==> src/rtl/pipe_skid_stage.sv <==
// Two-entry skid stage: "main" drives data_o, "skid" catches the payload accepted while downstream stalls.
// Optional performance counters are compiled in when PIPE_SKID_PERF_EN is defined.
module pipe_skid_stage #(
    parameter int DATA_W = 64,
    parameter int CNT_W  = 16
) (
    input  logic              clk_i,
    input  logic              reset_i,
    input  logic              flush_i,
    input  logic              valid_i,
    input  logic [DATA_W-1:0] data_i,
    output logic              ready_o,
    output logic              valid_o,
    output logic [DATA_W-1:0] data_o,
    input  logic              ready_i
`ifdef PIPE_SKID_PERF_EN
    ,
    input  logic              cnt_clr_i,
    output logic [CNT_W-1:0]  xfer_cnt_o,
    output logic [CNT_W-1:0]  stall_cnt_o,
    output logic [CNT_W-1:0]  bubble_cnt_o
`endif
);

    typedef enum logic [1:0] {
        EMPTY = 2'b00,
        BUSY  = 2'b01,
        FULL  = 2'b10
    } state_t;

    state_t            state_r;
    state_t            state_nxt_s;
    logic              valid_r;
    logic              ready_r;
    logic [DATA_W-1:0] main_r;
    logic [DATA_W-1:0] skid_r;

    logic              in_s;
    logic              out_s;
    logic              load_main_s;
    logic              main_from_skid_s;
    logic              load_skid_s;

    // Handshakes use only registered flags, so ready_o/valid_o never depend on ready_i/valid_i.
    always_comb begin
        in_s  = valid_i & ready_r;
        out_s = valid_r & ready_i;
    end

    // Next-state and datapath-enable decode; flush overrides every transition and suppresses loads.
    always_comb begin
        state_nxt_s      = state_r;
        load_main_s      = 1'b0;
        main_from_skid_s = 1'b0;
        load_skid_s      = 1'b0;
        if (flush_i) begin
            state_nxt_s = EMPTY;
        end else begin
            case (state_r)
                EMPTY: begin
                    if (in_s) begin
                        load_main_s = 1'b1;
                        state_nxt_s = BUSY;
                    end else begin
                        state_nxt_s = EMPTY;
                    end
                end
                BUSY: begin
                    if (in_s && out_s) begin
                        load_main_s = 1'b1;
                        state_nxt_s = BUSY;
                    end else if (in_s) begin
                        load_skid_s = 1'b1;
                        state_nxt_s = FULL;
                    end else if (out_s) begin
                        state_nxt_s = EMPTY;
                    end else begin
                        state_nxt_s = BUSY;
                    end
                end
                FULL: begin
                    if (out_s) begin
                        main_from_skid_s = 1'b1;
                        state_nxt_s      = BUSY;
                    end else begin
                        state_nxt_s = FULL;
                    end
                end
                default: begin
                    state_nxt_s = EMPTY;
                end
            endcase
        end
    end

    // State register plus handshake flags registered from the next state.
    always_ff @(posedge clk_i or negedge reset_i) begin
        if (!reset_i) begin
            state_r <= EMPTY;
            valid_r <= 1'b0;
            ready_r <= 1'b1;
        end else begin
            state_r <= state_nxt_s;
            valid_r <= (state_nxt_s != EMPTY);
            ready_r <= (state_nxt_s != FULL);
        end
    end

    // Payload storage; flush leaves contents untouched because no load is decoded.
    always_ff @(posedge clk_i or negedge reset_i) begin
        if (!reset_i) begin
            main_r <= {DATA_W{1'b0}};
            skid_r <= {DATA_W{1'b0}};
        end else begin
            if (load_main_s) begin
                main_r <= data_i;
            end else if (main_from_skid_s) begin
                main_r <= skid_r;
            end
            if (load_skid_s) begin
                skid_r <= data_i;
            end
        end
    end

    assign valid_o = valid_r;
    assign ready_o = ready_r;
    assign data_o  = main_r;

`ifdef PIPE_SKID_PERF_EN
    logic [CNT_W-1:0] xfer_cnt_r;
    logic [CNT_W-1:0] stall_cnt_r;
    logic [CNT_W-1:0] bubble_cnt_r;

    function automatic logic [CNT_W-1:0] sat_inc(input logic [CNT_W-1:0] v);
        if (v == {CNT_W{1'b1}}) begin
            return v;
        end else begin
            return v + CNT_W'(1'b1);
        end
    endfunction

    // Saturating event counters; clear wins over any increment in the same cycle.
    always_ff @(posedge clk_i or negedge reset_i) begin
        if (!reset_i) begin
            xfer_cnt_r   <= {CNT_W{1'b0}};
            stall_cnt_r  <= {CNT_W{1'b0}};
            bubble_cnt_r <= {CNT_W{1'b0}};
        end else if (cnt_clr_i) begin
            xfer_cnt_r   <= {CNT_W{1'b0}};
            stall_cnt_r  <= {CNT_W{1'b0}};
            bubble_cnt_r <= {CNT_W{1'b0}};
        end else begin
            if (out_s) begin
                xfer_cnt_r <= sat_inc(xfer_cnt_r);
            end
            if (valid_r && !ready_i) begin
                stall_cnt_r <= sat_inc(stall_cnt_r);
            end
            if (!valid_r) begin
                bubble_cnt_r <= sat_inc(bubble_cnt_r);
            end
        end
    end

    assign xfer_cnt_o   = xfer_cnt_r;
    assign stall_cnt_o  = stall_cnt_r;
    assign bubble_cnt_o = bubble_cnt_r;
`else
    logic [CNT_W-1:0] unused_cnt_w_s;
    assign unused_cnt_w_s = {CNT_W{1'b0}};
`endif

endmodule

==> config.mk <==
export PLATFORM = sky130hd
export DESIGN_NAME = pipe_skid_stage
export DESIGN_NICKNAME = d
export VERILOG_FILES = /design/src/rtl/pipe_skid_stage.sv
export SDC_FILE = /design/constraint.sdc
export NUM_CORES = 1
export LEC_CHECK = 0
export CORE_UTILIZATION = 55
export DETAILED_ROUTE_END_ITERATION = 10
export PLACE_DENSITY = 0.86
export SYNTH_ARGS = -nofsm -noshare
export SYNTH_HDL_FRONTEND = slang
export SYNTH_SLANG_ARGS = --single-unit
==> constraint.sdc <==
create_clock -name clk_i -period 3.6 [get_ports clk_i]
set_input_delay 0.36 -clock clk_i [delete_from_list [all_inputs] [get_ports clk_i]]
set_output_delay 0.36 -clock clk_i [all_outputs]
set_load 0.01 [all_outputs]
== Word level (Yosys, flattened, before mapping) ==
Index checks and enable logic that the tools add are counted.

* Register bits after elaboration: 132
* Input port bits: 69
* Word-level logic and storage cells: 33

* Equality and inequality tests: 3
* Multiplexer cells: 19
* Bitwise logic cells: 2
* Reduce and logical (&&, ||, !) cells: 4

{| class="wikitable"
|+ Operator list
! kind !! count
|-
| 64-bit 2-to-1 mux || 2
|-
| 1-bit 2-to-1 mux || 11
|-
| 2-bit 2-to-1 mux || 4
|-
| 2-bit one-hot mux with 3 select lines || 1
|-
| 2-bit nonzero test || 2
|-
| 1-bit bitwise AND || 2
|-
| 2-bit by 1-bit equality test with 1-bit output, second input constant || 1
|-
| 2-bit equality test, second input constant || 1
|-
| 2-bit zero test || 1
|-
| 2-bit inequality test, second input constant || 1
|-
| 1-bit one-hot mux with 2 select lines || 1
|-
| 1-bit logical AND || 1
|}

== Logic depth before layout (Yosys ltp) ==
Gate-level depths: netlist (run 1).

* Depth in word-level cells: 7
* Gate-level depth with buffers: 8

== Worst setup path before layout (run 1) ==
Ideal clock, no wire load.

* Kind: register to register
* Start: register ready_r (netlist: ready_o)
* End: register skid_r[53]
* Arrival: 1.627 ns
* Required time: 3.475 ns
* Slack: 1.848 ns
* Cell stages (with the launch flop): 7
* Period minus slack after synthesis: 1.752 ns
* Cells stage by stage: dfstp_2 and2_1 ha_1 nand2_1 nor2_8 buf_6 mux2_2

* Longest elaborated chain between the ends: 5

{| class="wikitable"
|+ RTL lines
! what !! RTL line !! source
|-
| start: declaration || 34 || <nowiki>logic ready_r;</nowiki>
|-
| start signal: assignment || 105 || <nowiki>ready_r <= (state_nxt_s != FULL);</nowiki>
|-
| 1-bit bitwise AND (*) || 46 || <nowiki>in_s = valid_i & ready_r;</nowiki>
|-
| 1-bit 2-to-1 mux or 1-bit logical AND (tied branches) || 72, 69 ||
|-
| 1-bit 2-to-1 mux (*) || 69 || <nowiki>if (in_s && out_s) begin</nowiki>
|-
| 1-bit 2-to-1 mux (*) || 59 || <nowiki>case (state_r)</nowiki>
|-
| 1-bit 2-to-1 mux (*) || 56 || <nowiki>if (flush_i) begin</nowiki>
|-
| end signal: assignment || 113 || <nowiki>skid_r <= {DATA_W{1'b0}};</nowiki>
|-
| end signal: assignment || 121 || <nowiki>skid_r <= data_i;</nowiki>
|-
| end: declaration || 36 || <nowiki>logic [DATA_W-1:0] skid_r;</nowiki>
|}

Every way passes the cells marked *; elsewhere a longest branch is shown, timed or not.
A chain may end at the register's enable or synchronous reset.

== Worst setup path after layout (run 1) ==
* Start: register state_r[0]
* End: register main_r[10] (netlist: data_o[10])

* Longest elaborated chain between the ends: 4

{| class="wikitable"
|+ RTL lines
! what !! RTL line !! source
|-
| start: declaration || 31 || <nowiki>state_t state_r;</nowiki>
|-
| start signal: assignment || 103 || <nowiki>state_r <= state_nxt_s;</nowiki>
|-
| 2-bit by 1-bit equality test with 1-bit output (tied with other cells) || 59 ||
|-
| 1-bit one-hot mux with 2 select lines or 1-bit 2-to-1 mux (tied branches) || 59 ||
|-
| 1-bit 2-to-1 mux || 56 ||
|-
| 64-bit 2-to-1 mux or 2-bit nonzero test (tied branches) || - ||
|-
| end signal: assignment || 112 || <nowiki>main_r <= {DATA_W{1'b0}};</nowiki>
|-
| end signal: assignment || 116 || <nowiki>main_r <= data_i;</nowiki>
|-
| end signal: assignment || 118 || <nowiki>main_r <= skid_r;</nowiki>
|-
| end: declaration || 35 || <nowiki>logic [DATA_W-1:0] main_r;</nowiki>
|}

Parallel ways exist; a longest one is shown, timed or not.

==> qor.csv, run 1 <==
stage;metric;value;unit
status;status;complete, no violations;
yosys;synth top area cells;dfrtp_1 (54%), mux2_2 (9.5%), a211oi_1 (7.9%);
timing;Final Max Tran Viols;0;
place;Placer Congestion;0.777;
power_and_ir_drop;Int Power;3.93;mW
yosys;Synth area leader;dfrtp_1;
worst_setup_path;reg2reg start;state_r[0];
power_and_ir_drop;fraction of power spent switching nets;28.0;%
final_layout;# fillers;693;
place;placed cells;756;
worst_setup_path;crit-path max FO;41;
yosys;Synth Register Bits;132;
final_layout;most common cell after layout, fill and taps aside;clkdlybuf4s50_1;
place;Port Buf Inserts;134;
floorplan;core area;10500;um^2
power_and_ir_drop;Reg power frac;42.4;%
drt;Routed Antenna Nets;0;
worst_setup_path;Worst Path Arrival;2.80;ns
yosys;syn_nets;611;
power_and_ir_drop;combinational fraction of design power;24.5;%
global_routing;largest net degree at the start of global routing;75;
timing;RSZ-0062 raised after global routing;false;
power_and_ir_drop;power per cell area;684;nW/um^2
global_routing;first-pass GRT wire length;27.1;mm
global_routing;grt total ovfl;0;
clock_network;clock latency on the worst-skew pair;0.52;ns
worst_setup_path;critical-path cell list;nand4b_1 -> buf_12 -> o21ai_0 -> a31oi_1;
run;max_cap viols;0;
timing;Setup-failing EPs final;0;
timing;fmax;413;MHz
yosys;top cell type's share of synthesized area;54.1;%
worst_setup_path;Critical Path Source;state_r[0];
final_layout;Finished Layout Cells;788;
worst_setup_path;CP max-delay cell;nand4b_1;
clock_network;clock tree buffer depth;2;
yosys;Syn Area/Cell;11.2;um^2
floorplan;Initial Util;57.6;%
drt;WL/cell;21.7;um
drt;Post-route DRC;0;
drt;Via density;6.66;
timing;tightest hold margin;0.452;ns
clock_network;Clock Sinks;132;
worst_setup_path;kind of critical path;register to register;
worst_setup_path;CP peak stage delay;0.95;ns
final_layout;n_diodes;0;
worst_setup_path;Crit path required time;3.98;ns
timing;Tmin final;2.42;ns
floorplan;Boundary Pins;135;
global_routing;GRT Util Overall;30.8;%
timing;worst rel slew slack;22.6;%
floorplan;row cnt;37;
worst_setup_path;Worst Setup End Kind;register;
final_layout;share of cells above drive strength 1;15.3;%
yosys;synthesized area;6060;um^2
final_layout;cell area after layout;7990;um^2
drt;DR vias;5250;
clock_network;CTS tree;yes;
min_path;type of the worst min-delay path;input port to asynchronous set/reset pin;
power_and_ir_drop;leakage;3.00;nW
power_and_ir_drop;clock power share;33.1;%
clock_network;clk root buf;clkbuf_8;
final_layout;post-layout net count;711;
clock_network;post-CTS setup buffers;0;
global_routing;initial antenna violation count;0;
timing;Setup Skew;0.00877;ns
drt;Detailed Route WL;17.1;mm
final_layout;most frequent cells in the layout;clkdlybuf4s50_1 (132), dfrtp_1 (131);
drt;DRT iter0 DRCs;373;
timing;Fin. Hold Viols;0;
place;Placed Instance Area;7360;um^2
floorplan;Die ar.;11400;um^2
power_and_ir_drop;Switch Pwr;1.53;mW
timing;Setup TNS;0;ns
floorplan;die height;107;um
yosys;Netlist cell types;29;
yosys;Post-Syn Instances;540;
yosys;synth warn;0;
place;dpl hpwl;9.81;mm
clock_network;H-tree depth;4;
global_routing;vias in the first global route;5396;
timing;final worst-path cycle share;67.2;%
yosys;sequential area share after synthesis;54.6;%
worst_setup_path;CP Launch Type;register;
floorplan;Die X;107;um
final_layout;Layout area overhead;31.9;%
power_and_ir_drop;VDD IR max;0.309;mV
clock_network;CTS Buf Count;17;
drt;TritonRoute pass-1 iters;5;
clock_network;Clock transition at path regs;0.06;ns
timing;Least-Margin Pin Slew;1.16;ns
==> layout make-up <==
cell class,count,area (um^2),area share [%]
Sequential cell,132,3300,41.4
Multi-Input combinational cell,343,2410,30.2
Timing Repair Buffer,144,1470,18.4
Clock buffer,19,442,5.53
Clock inverter,12,180,2.26
Tap cell,136,170,2.13
Inverter,2,7.51,0.0940
==> synth_stat cells (all sizes together) <==
cell type / count
a31oi: 64
inv: 2
dfrtp: 131
a21o: 2
nand2: 6
nand3b: 1
dfstp: 1
a211oi: 64
buf: 32
o21ai: 64
and4b: 1
clkbuf: 31
or4: 1
nand3: 64
nand4b: 1
nor2: 3
o211ai: 1
or2: 1
nor2b: 1
a21oi: 1
a2bb2oi: 1
ha: 2
and2: 1
mux2: 64
==> logic make-up (layout without fill, tap and decap cells) <==
family / after synthesis / after routing / share of synthesized area, %
compound gates: 197 / 197 / 20.4
fa+ha+maj: 2 / 2 / 0.413
buf+inv: 65 / 177 / 5.70
flops: 132 / 132 / 54.6
mux: 64 / 64 / 11.9
simple gates: 80 / 80 / 6.98
==> sequential cells by signal, summed over array words and instances (netlist names) <==
signal   count
data_o      64
skid_r      64
state_r      2
ready_o      1
valid_o      1
==> critical path, delay by kind of cell (launching register included) <==
kind	cells	cell delay, ns
buf+inv	1	0.52
simple gates	1	0.95
flops	1	0.44
compound gates	2	0.36
==> through the flow <==
| step | power, mW | util [%] | worst slack [ns] |
|---|---|---|---|
| 3_3_place_gp | 3.54 | 70.0 | 1.07 |
| 2_1_floorplan | 2.92 | - | 1.85 |
| 3_5_place_dp | 3.63 | 70.0 | 0.945 |
| 5_1_grt | 5.69 | 76.0 | 1.14 |
| 6_report | 5.46 | 76.0 | 1.18 |
| 4_1_cts | 5.46 | 76.0 | 1.26 |
==> worst paths after layout <==
kind / endpoint / slack [ns] / cells after the start
min in group clk_i: skid_r[13] / 0.48 / 2
max: data_o[10] / 1.18 / 4
max in group asynchronous: data_o[9] / 2.31 / 3
min: skid_r[52] / 0.45 / 2
min reg2reg: skid_r[59] / 0.49 / 1
max reg2reg: data_o[10] / 1.18 / 4
==> power groups by stage <==
stage          combinational [mW]  clock, mW  sequential [mW]
6_report                     1.34       1.81             2.31
5_1_grt                      1.43       1.89             2.36
4_1_cts                      1.34       1.82             2.30
3_5_place_dp                 1.33          0             2.31
3_3_place_gp                 1.27          0             2.28
2_1_floorplan               0.601          0             2.32
==> per-layer routing <==
layer  global-route usage (%)  part of all wire [%]  vias up
li1                         -                     -     2257
met1                     40.5                    40     2641
met2                     50.0                    50      319
met4                     12.6                   1.7        0
met3                     6.26                   7.9       33
met5                        0                     0        -
==> what timing repair did <==
item	4_1_cts	5_1_grt
hold buffers	1	0
endpoints found under the hold margin	57	0
resized for setup	0	0
Power figures use the tool's default switching activity.
==> run 2, diff against run 1 <==
--- a/config.mk
+++ b/config.mk
@@ -5,9 +5,9 @@
 export SDC_FILE = /design/constraint.sdc
 export NUM_CORES = 1
 export LEC_CHECK = 0
-export CORE_UTILIZATION = 55
+export CORE_UTILIZATION = 46
 export DETAILED_ROUTE_END_ITERATION = 10
-export PLACE_DENSITY = 0.86
+export PLACE_DENSITY = 0.77
 export SYNTH_ARGS = -nofsm -noshare
 export SYNTH_HDL_FRONTEND = slang
 export SYNTH_SLANG_ARGS = --single-unit
==> constraint.sdc (replaced) <==
create_clock -name clk_i -period 2.2 [get_ports clk_i]
set_input_delay 0.22 -clock clk_i [delete_from_list [all_inputs] [get_ports clk_i]]
set_output_delay 0.22 -clock clk_i [all_outputs]
set_load 0.01 [all_outputs]
==> qor.csv, run 2 (synthesis results as in run 1) <==
stage;metric;value;unit
timing;Setup-failing EPs final;0;
worst_setup_path;CP peak stage delay;0.54;ns
final_layout;Layout area overhead;32.7;%
floorplan;Die X;117;um
power_and_ir_drop;leakage;3.03;nW
global_routing;first-pass GRT wire length;27.5;mm
power_and_ir_drop;VDD IR max;0.497;mV
timing;final worst setup slack;0.281;ns
worst_setup_path;CP max-delay cell;dfstp_2;
status;status;complete, no violations;
worst_setup_path;CP Buf/Inv Count;1;
timing;Least-Margin Pin Slew;0.541;ns
drt;Post-route DRC;0;
clock_network;clock tree buffer depth;2;
global_routing;largest net degree at the start of global routing;70;
power_and_ir_drop;combinational fraction of design power;26.0;%
floorplan;core area;12700;um^2
timing;Tmin final;1.92;ns
worst_setup_path;Worst Path Arrival;2.21;ns
final_layout;most frequent cells in the layout;clkdlybuf4s50_1 (132), dfrtp_1 (131);
place;Placed Instance Area;7500;um^2
place;dpl hpwl;10.6;mm
final_layout;most common cell after layout, fill and taps aside;clkdlybuf4s50_1;
drt;WL/cell;20.2;um
place;Place WS;0.122;ns
floorplan;row cnt;41;
drt;Via density;6.22;
worst_setup_path;Crit path required time;2.50;ns
clock_network;H-tree depth;4;
clock_network;Clock Sinks;132;
timing;Setup Skew;0.00754;ns
final_layout;post-layout net count;725;
worst_setup_path;critical-path cell list;and2_1 -> ha_1 -> nand2_1 -> nor2_8 -> buf_12 -> mux2_2;
timing;Final Max Tran Viols;0;
worst_setup_path;crit-path max FO;30;
drt;TritonRoute pass-1 iters;5;
global_routing;initial antenna violation count;1;
clock_network;CTS Buf Count;17;
floorplan;Boundary Pins;135;
global_routing;vias in the first global route;5310;
clock_network;CTS tree;yes;
power_and_ir_drop;clock power share;29.6;%
drt;Detailed Route WL;16.9;mm
final_layout;share of cells above drive strength 1;16.2;%
worst_setup_path;Worst Setup End Kind;register;
worst_setup_path;kind of critical path;register to register;
timing;Fin. Hold Viols;0;
power_and_ir_drop;power per cell area;1050;nW/um^2
timing;worst rel slew slack;63.9;%
min_path;type of the worst min-delay path;input port to asynchronous set/reset pin;
power_and_ir_drop;Reg power frac;44.3;%
worst_setup_path;Crit path max-delay family;flip-flops;
timing;fmax;521;MHz
power_and_ir_drop;fraction of power spent switching nets;27.9;%
timing;RSZ-0062 raised after global routing;false;
final_layout;n_diodes;0;
power_and_ir_drop;Tot Pwr;8.46;mW
clock_network;clk root buf;clkbuf_16;
timing;Setup TNS;0;ns
drt;Routed Antenna Nets;0;
floorplan;Die ar.;13600;um^2
final_layout;cell area after layout;8030;um^2
worst_setup_path;CP Launch Type;register;
power_and_ir_drop;Switch Pwr;2.36;mW
place;Port Buf Inserts;134;
floorplan;Initial Util;47.6;%
global_routing;grt total ovfl;0;
floorplan;die height;117;um
run;max_cap viols;0;
clock_network;Clock transition at path regs;0.05;ns
timing;final worst-path cycle share;87.2;%
timing;tightest hold margin;0.317;ns
clock_network;clock latency on the worst-skew pair;0.41;ns
power_and_ir_drop;Int Power;6.10;mW
drt;DRT iter0 DRCs;447;
global_routing;GRT Util Overall;26.5;%
drt;DR vias;5209;
place;Placer Congestion;0.831;
## run 2: changes by cell type in the layout (fill, tap and decap cells not counted)
cell        before  now
bufinv_16        4    0
buf_4            5   19
clkbuf_1         0    6
clkinv_4         2    0
clkbuf_16       16   17
clkinv_2         1    3
buf_12           5    4
clkbuf_8         3    4
clkinvlp_4       5    1
buf_6            0    1
## run 2: layout make-up
cell class              count  area [um^2]
fillers                  1030         4690
flip-flops and latches    132         3300
multi-input cells         343         2410
repair buffers            158         1570
clock buffers              27          503
well taps                 172          215
clock inverters             4         22.5
inverters                   2         7.51
## run 2: per-layer routing
metal	share of wire [%]	track usage (%)	vias up
li1	-	-	2278
met1	42	35.7	2592
met2	48	42.0	305
met3	8.8	5.86	32
met4	1.5	10.5	2
met5	0.083	0	-
## run 2: final timing paths
path / from / endpoint / cells after the start / slack, ns
max in group asynchronous: reset_i / skid_r[13] / 3 / 1.15
setup / recovery: ready_o / skid_r[41] / 6 / 0.28
setup reg to reg: ready_o / skid_r[41] / 6 / 0.28
min in group clk_i: flush_i / data_o[31] / 4 / 0.43
hold / removal: reset_i / data_o[56] / 2 / 0.32
hold reg to reg: skid_r[13] / skid_r[13] / 1 / 0.49
## run 2: worst register-to-register path, delay by kind of cell, from the launching register on
kind | cells | cell delay, ns
fa+ha+maj | 1 | 0.15
buf+inv | 1 | 0.23
flops | 1 | 0.54
mux | 1 | 0.37
simple gates | 3 | 0.50
## run 2: repair_timing
item	4_1_cts	5_1_grt
hold endpoints to repair	49	0
gates resized for setup	0	0
buffers inserted	0	0
hold buffers	1	0
## run 2: stage by stage
step | std cells | utilization [%]
detailed placement | 806 | 58.9
CTS | 838 | 63.1
floorplan | 540 | -
global route | 838 | 63.1
global placement | 806 | 58.9
finish | 838 | 63.1
## run 2: power by group through the flow
stage / registers (mW) / clock network (mW) / logic [mW]
final: 3.75 / 2.51 / 2.20
after global routing: 3.85 / 2.66 / 2.39
after CTS: 3.74 / 2.54 / 2.21
after detailed placement: 3.77 / 0 / 2.19
after global placement: 3.73 / 0 / 2.10
after floorplan: 3.80 / 0 / 0.983
==> run 3, diff against run 2 <==
--- a/config.mk
+++ b/config.mk
@@ -5,9 +5,9 @@
 export SDC_FILE = /design/constraint.sdc
 export NUM_CORES = 1
 export LEC_CHECK = 0
-export CORE_UTILIZATION = 46
+export CORE_UTILIZATION = 35
 export DETAILED_ROUTE_END_ITERATION = 10
-export PLACE_DENSITY = 0.77
+export DONT_BUFFER_PORTS = 1
 export SYNTH_ARGS = -nofsm -noshare
 export SYNTH_HDL_FRONTEND = slang
 export SYNTH_SLANG_ARGS = --single-unit
==> qor.csv, run 3 (synthesis results as in run 1) <==
stage;metric;value;unit
status;status;complete, but fails checks;
status;failing checks;negative hold slack;
worst_setup_path;Worst Path Arrival;2.16;ns
drt;Routed Antenna Nets;0;
clock_network;CTS tree;yes;
floorplan;row cnt;47;
global_routing;first-pass GRT wire length;26.6;mm
worst_setup_path;CP Buf/Inv Count;2;
worst_setup_path;kind of critical path;register to register;
worst_setup_path;Crit path required time;2.45;ns
global_routing;largest net degree at the start of global routing;133;
timing;tightest hold margin;-0.490;ns
clock_network;clk root buf;clkbuf_16;
global_routing;grt total ovfl;0;
floorplan;core area;16800;um^2
drt;Via density;5.94;
worst_setup_path;CP max-delay cell;dfrtp_1;
place;Placed Instance Area;6180;um^2
timing;final worst-path cycle share;86.6;%
global_routing;initial antenna violation count;0;
timing;Setup TNS;0;ns
run;max_cap viols;0;
timing;Final Max Tran Viols;0;
timing;RSZ-0062 raised after global routing;false;
timing;Setup-failing EPs final;0;
final_layout;footprint of the multi-input gates;2410;um^2
final_layout;n_diodes;0;
drt;WL/cell;20.4;um
place;dpl hpwl;9.76;mm
worst_setup_path;CP Launch Type;register;
final_layout;Register Area;3300;um^2
drt;Post-route DRC;0;
final_layout;share of cells above drive strength 1;17.1;%
clock_network;post-CTS setup buffers;0;
power_and_ir_drop;power per cell area;1060;nW/um^2
floorplan;Boundary Pins;135;
worst_setup_path;critical-path cell list;nand2_1 -> inv_1 -> ha_1 -> nand2_2 -> a21o_2 -> buf_4 -> a31oi_1;
clock_network;CTS Buf Count;17;
clock_network;Clock transition at path regs;0.05;ns
timing;fmax;525;MHz
worst_setup_path;Crit path max-delay family;buffers and inverters;
timing;Setup Skew;0.00568;ns
power_and_ir_drop;leakage;2.75;nW
floorplan;Die X;134;um
drt;TritonRoute pass-1 iters;4;
timing;worst rel slew slack;65.3;%
min_path;type of the worst min-delay path;input port to asynchronous set/reset pin;
place;Port Buf Inserts;0;
clock_network;# resized after CTS;0;
global_routing;vias in the first global route;5115;
floorplan;Die ar.;17800;um^2
floorplan;die height;134;um
worst_setup_path;Worst Setup End Kind;register;
clock_network;clock tree buffer depth;2;
final_layout;Layout area overhead;22.0;%
clock_network;clock latency on the worst-skew pair;0.41;ns
timing;Least-Margin Pin Slew;0.520;ns
drt;DRT iter0 DRCs;269;
worst_setup_path;crit-path max FO;44;
power_and_ir_drop;VDD IR max;0.508;mV
timing;Fin. Hold Viols;132;
clock_network;H-tree depth;4;
drt;Detailed Route WL;16.5;mm
worst_setup_path;CP peak stage delay;0.44;ns
final_layout;post-layout net count;650;
drt;DR vias;4804;
floorplan;Initial Util;36.1;%
final_layout;most common cell after layout, fill and taps aside;dfrtp_1;
timing;Tmin final;1.91;ns
final_layout;# fillers;1558;
clock_network;Clock Sinks;132;
final_layout;cell area after layout;7390;um^2
place;Placer Congestion;0.783;
global_routing;GRT Util Overall;19.2;%
final_layout;most frequent cells in the layout;dfrtp_1 (131), dlygate4sd3_1 (66);
run 3: cell types whose count changed in the layout (fill, tap and decap cells not counted):
cell / change
buf_2: -1
bufinv_16: +1
clkdlybuf4s50_1: -132
dlygate4sd3_1: +65
clkbuf_8: +1
buf_4: -6
clkinv_2: -1
clkbuf_1: -3
buf_6: -1
run 3: worst paths after layout:
| path | cells past startpoint | to | from | slack (ns) |
|---|---|---|---|---|
| max | 7 | data_o[39] | valid_o | 0.29 |
| max in group asynchronous | 0 | ready_o | reset_i | 2.32 |
| max reg2reg | 7 | data_o[39] | valid_o | 0.29 |
| min in group clk_i | 2 | data_o[35] | data_i[35] | 0.02 |
| min reg2reg | 1 | skid_r[19] | skid_r[19] | 0.49 |
| min | 0 | data_o[54] | reset_i | -0.49 |
run 3: power by group:
part,internal (mW),leakage [nW],total [mW],switching (mW)
clock,1.68,0.271,2.66,0.979
combinational,0.708,0.950,1.25,0.545
sequential,3.28,1.53,3.94,0.658
run 3: cell type report:
cell class | instances | share of cell area (%)
clock buffer | 25 | 6.84
sequential | 132 | 44.7
tap | 220 | 3.73
timing repair buffer | 83 | 11.3
clock inverter | 4 | 0.643
inverter | 2 | 0.102
multi-input combinational | 343 | 32.6
run 3: metal layers:
layer	vias up	track usage [%]	share of wire, %
met5	-	0	0
met4	0	7.83	1.1
met3	17	6.01	7.0
met2	191	32.4	50
met1	2473	22.7	42
li1	2123	-	-
run 3: repair_timing:
item / in CTS / in global routing
endpoints found under the setup margin: 0 / 0
hold buffers: 65 / 1
hold endpoints to repair: 239 / 133
run 3: through the flow:
stage          hold WS (ns)  util (%)  setup slack (ns)  power, mW  instances
6_report             -0.490      44.1             0.294       7.85        809
5_1_grt              -0.523      44.1             0.131       8.27        809
4_1_cts              -0.519      44.0             0.280       7.92        808
2_1_floorplan       -0.0756         -             0.448       4.78        540
3_3_place_gp        -0.0727      36.8             0.345       5.01        714
3_5_place_dp        -0.0726      36.8             0.293       5.12        714
==> edit, RTL diff (flow settings as in run 2) <==
Re-encode `state_t` (3 states) as one-hot, 3 bits wide.
--- a/src/rtl/pipe_skid_stage.sv
+++ b/src/rtl/pipe_skid_stage.sv
@@ -22,10 +22,10 @@
 `endif
 );
 
-    typedef enum logic [1:0] {
-        EMPTY = 2'b00,
-        BUSY  = 2'b01,
-        FULL  = 2'b10
+    typedef enum logic [2:0] {
+        EMPTY = 3'b001,
+        BUSY  = 3'b010,
+        FULL  = 3'b100
     } state_t;
 
     state_t            state_r;
Function: no difference found for any inputs over 10 cycles, from zero or initial values and one cycle with reset_i low; not proved beyond that.
==> edit against run 2 <==
Setup slack worse by 0.15 ns; synthesized area is 4.1% lower; synthesized cell count is 18% lower; sequential cell count is 1 higher; power is 13% lower; first-iteration DRC count is 51% lower; final area is 1.2% lower; worst hold slack better by 0.050 ns; routed wire length is 27% lower; critical path type unchanged; largest power group unchanged.
==> edit: results (changes against run 2) <==
Worst R2R End -> data_o[51]
Reg-to-reg slack, setup -> 0.13 ns (-0.15 ns)
DRT Pass-1 Iters -> 4 (-1)
First-pass GRT wire length -> 20.16 mm (-27%)
Worst Hold Class -> input pin to asynchronous set/reset pin
Number of I/O port buffers -> 134 (unchanged)
Setup TNS -> 0 ns (unchanged)
Post-synth net total -> 513 (-16%)
Fraction of layout cells with a size suffix above 1 -> 19.53% (+3.3 points)
Post-cts sizing count -> 0 (unchanged)
Layout Nets -> 651 (-10%)
Synth top area cells -> dfrtp_1, mux2_4, mux2i_1
Clock Skew -> 0.005696 ns (-0.001846 ns)
H-tree levels -> 4 (unchanged)
Worst r2r path cells -> 5 (-1)
Slowest CP cell -> or4b_2
Largest net degree at the start of global routing -> 67 (-4.3%)
Placed cell area -> 7351 um^2 (-2.0%)
Synth warnings -> 0 (unchanged)
Initial antenna violation count -> 0 (-1)
Post-synth top cells -> dfrtp_1, nand2_1, mux2i_1
Crit path max fanout -> 26 (-13%)
LEAKAGE -> 0.004031 uW (+33%)
WL met3 -> 910 um (-39%)
Met1 WL -> 5.457 mm (-23%)
Vias in the first global route -> 3,989 (-25%)
DP Cell Count -> 729 (-9.6%)
Skew-Pair Late Insertion Delay -> 0.42 ns
Register area share after synthesis -> 57.36% (+2.8 points)
Slew margin rel. -> 59.37% (-4.5 points)
Post-Synthesis Cells -> 443 (-18%)
Arr. time, crit path -> 2.35 ns (+0.14 ns)
Max Used Layer -> met4
Worst path top cell family by delay -> simple AND/OR/NAND/NOR gates
RR Startpoint -> state_r[1]
Reg clk slew, reported paths -> 0.06 ns
Non-filler cells, final -> 762 (-9.1%)
Routed length per instance -> 16.12 um (-20%)
Placer Congestion -> 0.7445 (-10%)
Tot GR Track Use -> 20.24% (-6.3 points)
Synth unique cells -> 29 (unchanged)
Critical path's largest stage delay -> 0.71 ns (+0.17 ns)
Post-DP HPWL -> 8.097 mm (-24%)
Vias per cell -> 5.007 (-19%)
Iter 0 DRT Violations -> 217 (-51%)
N_diodes -> 0 (unchanged)
Clk root buf -> clkbuf_16
Async set or reset register ratio after synthesis -> 100.0% (unchanged)
Run status -> finished clean
Worst IR Drop VDD -> 0.4891 mV (-1.5%)
Routed wl met2 -> 5.762 mm (-29%)
CTS Buf Count -> 17 (unchanged)
CTS max path bufs -> 2 (unchanged)
edit: stage by stage:
stage | worst slack [ns] | hold WS, ns
after global placement | 0.07305 | 0.2441
after floorplan | 0.1003 | -0.07559
final | 0.1335 | 0.3670
after global routing | 0.05533 | 0.3858
after detailed placement | -0.005780 | 0.2545
after CTS | 0.1509 | 0.3563
edit: routing by layer:
metal / vias up / track usage [%]
li1: 1818 / -
met1: 1871 / 25.81
met2: 112 / 30.95
met3: 14 / 8.364
met4: 0 / 7.532
met5: - / 0
edit: final cells by class:
class	count	area, um^2
Clock buffer	23	498.0
Clock inverter	9	75.07
Fill cell	921	4228
Inverter	2	7.507
Multi-Input combinational cell	280	2282
Sequential cell	133	3331
Tap cell	168	210.2
Timing Repair Buffer	147	1530
edit: cell families (layout without fill, tap and decap cells):
group           count (synthesis)  in the layout  synth area share [%]
buf+inv                        30            181                 3.663
simple gates                   81             81                 6.055
compound gates                 70             70                 6.098
fa+ha+maj                       1              1                0.2154
mux                           128            128                 26.61
flops                         133            133                 57.36
edit: power by group:
part	total (uW)	switching, uW	internal [uW]	leakage [uW]
combinational	1490	557	933	0.00204
sequential	3170	264	2910	0.00171
clock	2710	1020	1690	0.000285
edit: worst max path at each step:
| stage | start | end | slack [ns] | cells past startpoint |
|---|---|---|---|---|
| 6_report | state_r[1] | data_o[51] | 0.13 | 5 |
| 5_1_grt | state_r[1] | data_o[51] | 0.06 | 5 |
| 4_1_cts | state_r[1] | data_o[51] | 0.15 | 5 |
| 3_5_place_dp | flush_i | data_o[9] | -0.006 | 6 |
| 3_3_place_gp | flush_i | data_o[48] | 0.07 | 6 |
| 2_1_floorplan | ready_o | data_o[26] | 0.10 | 10 |
edit: what timing repair did:
item,CTS,global route
hold endpoints to repair,62,0
setup endpoints to repair,0,0
hold buffers,1,0
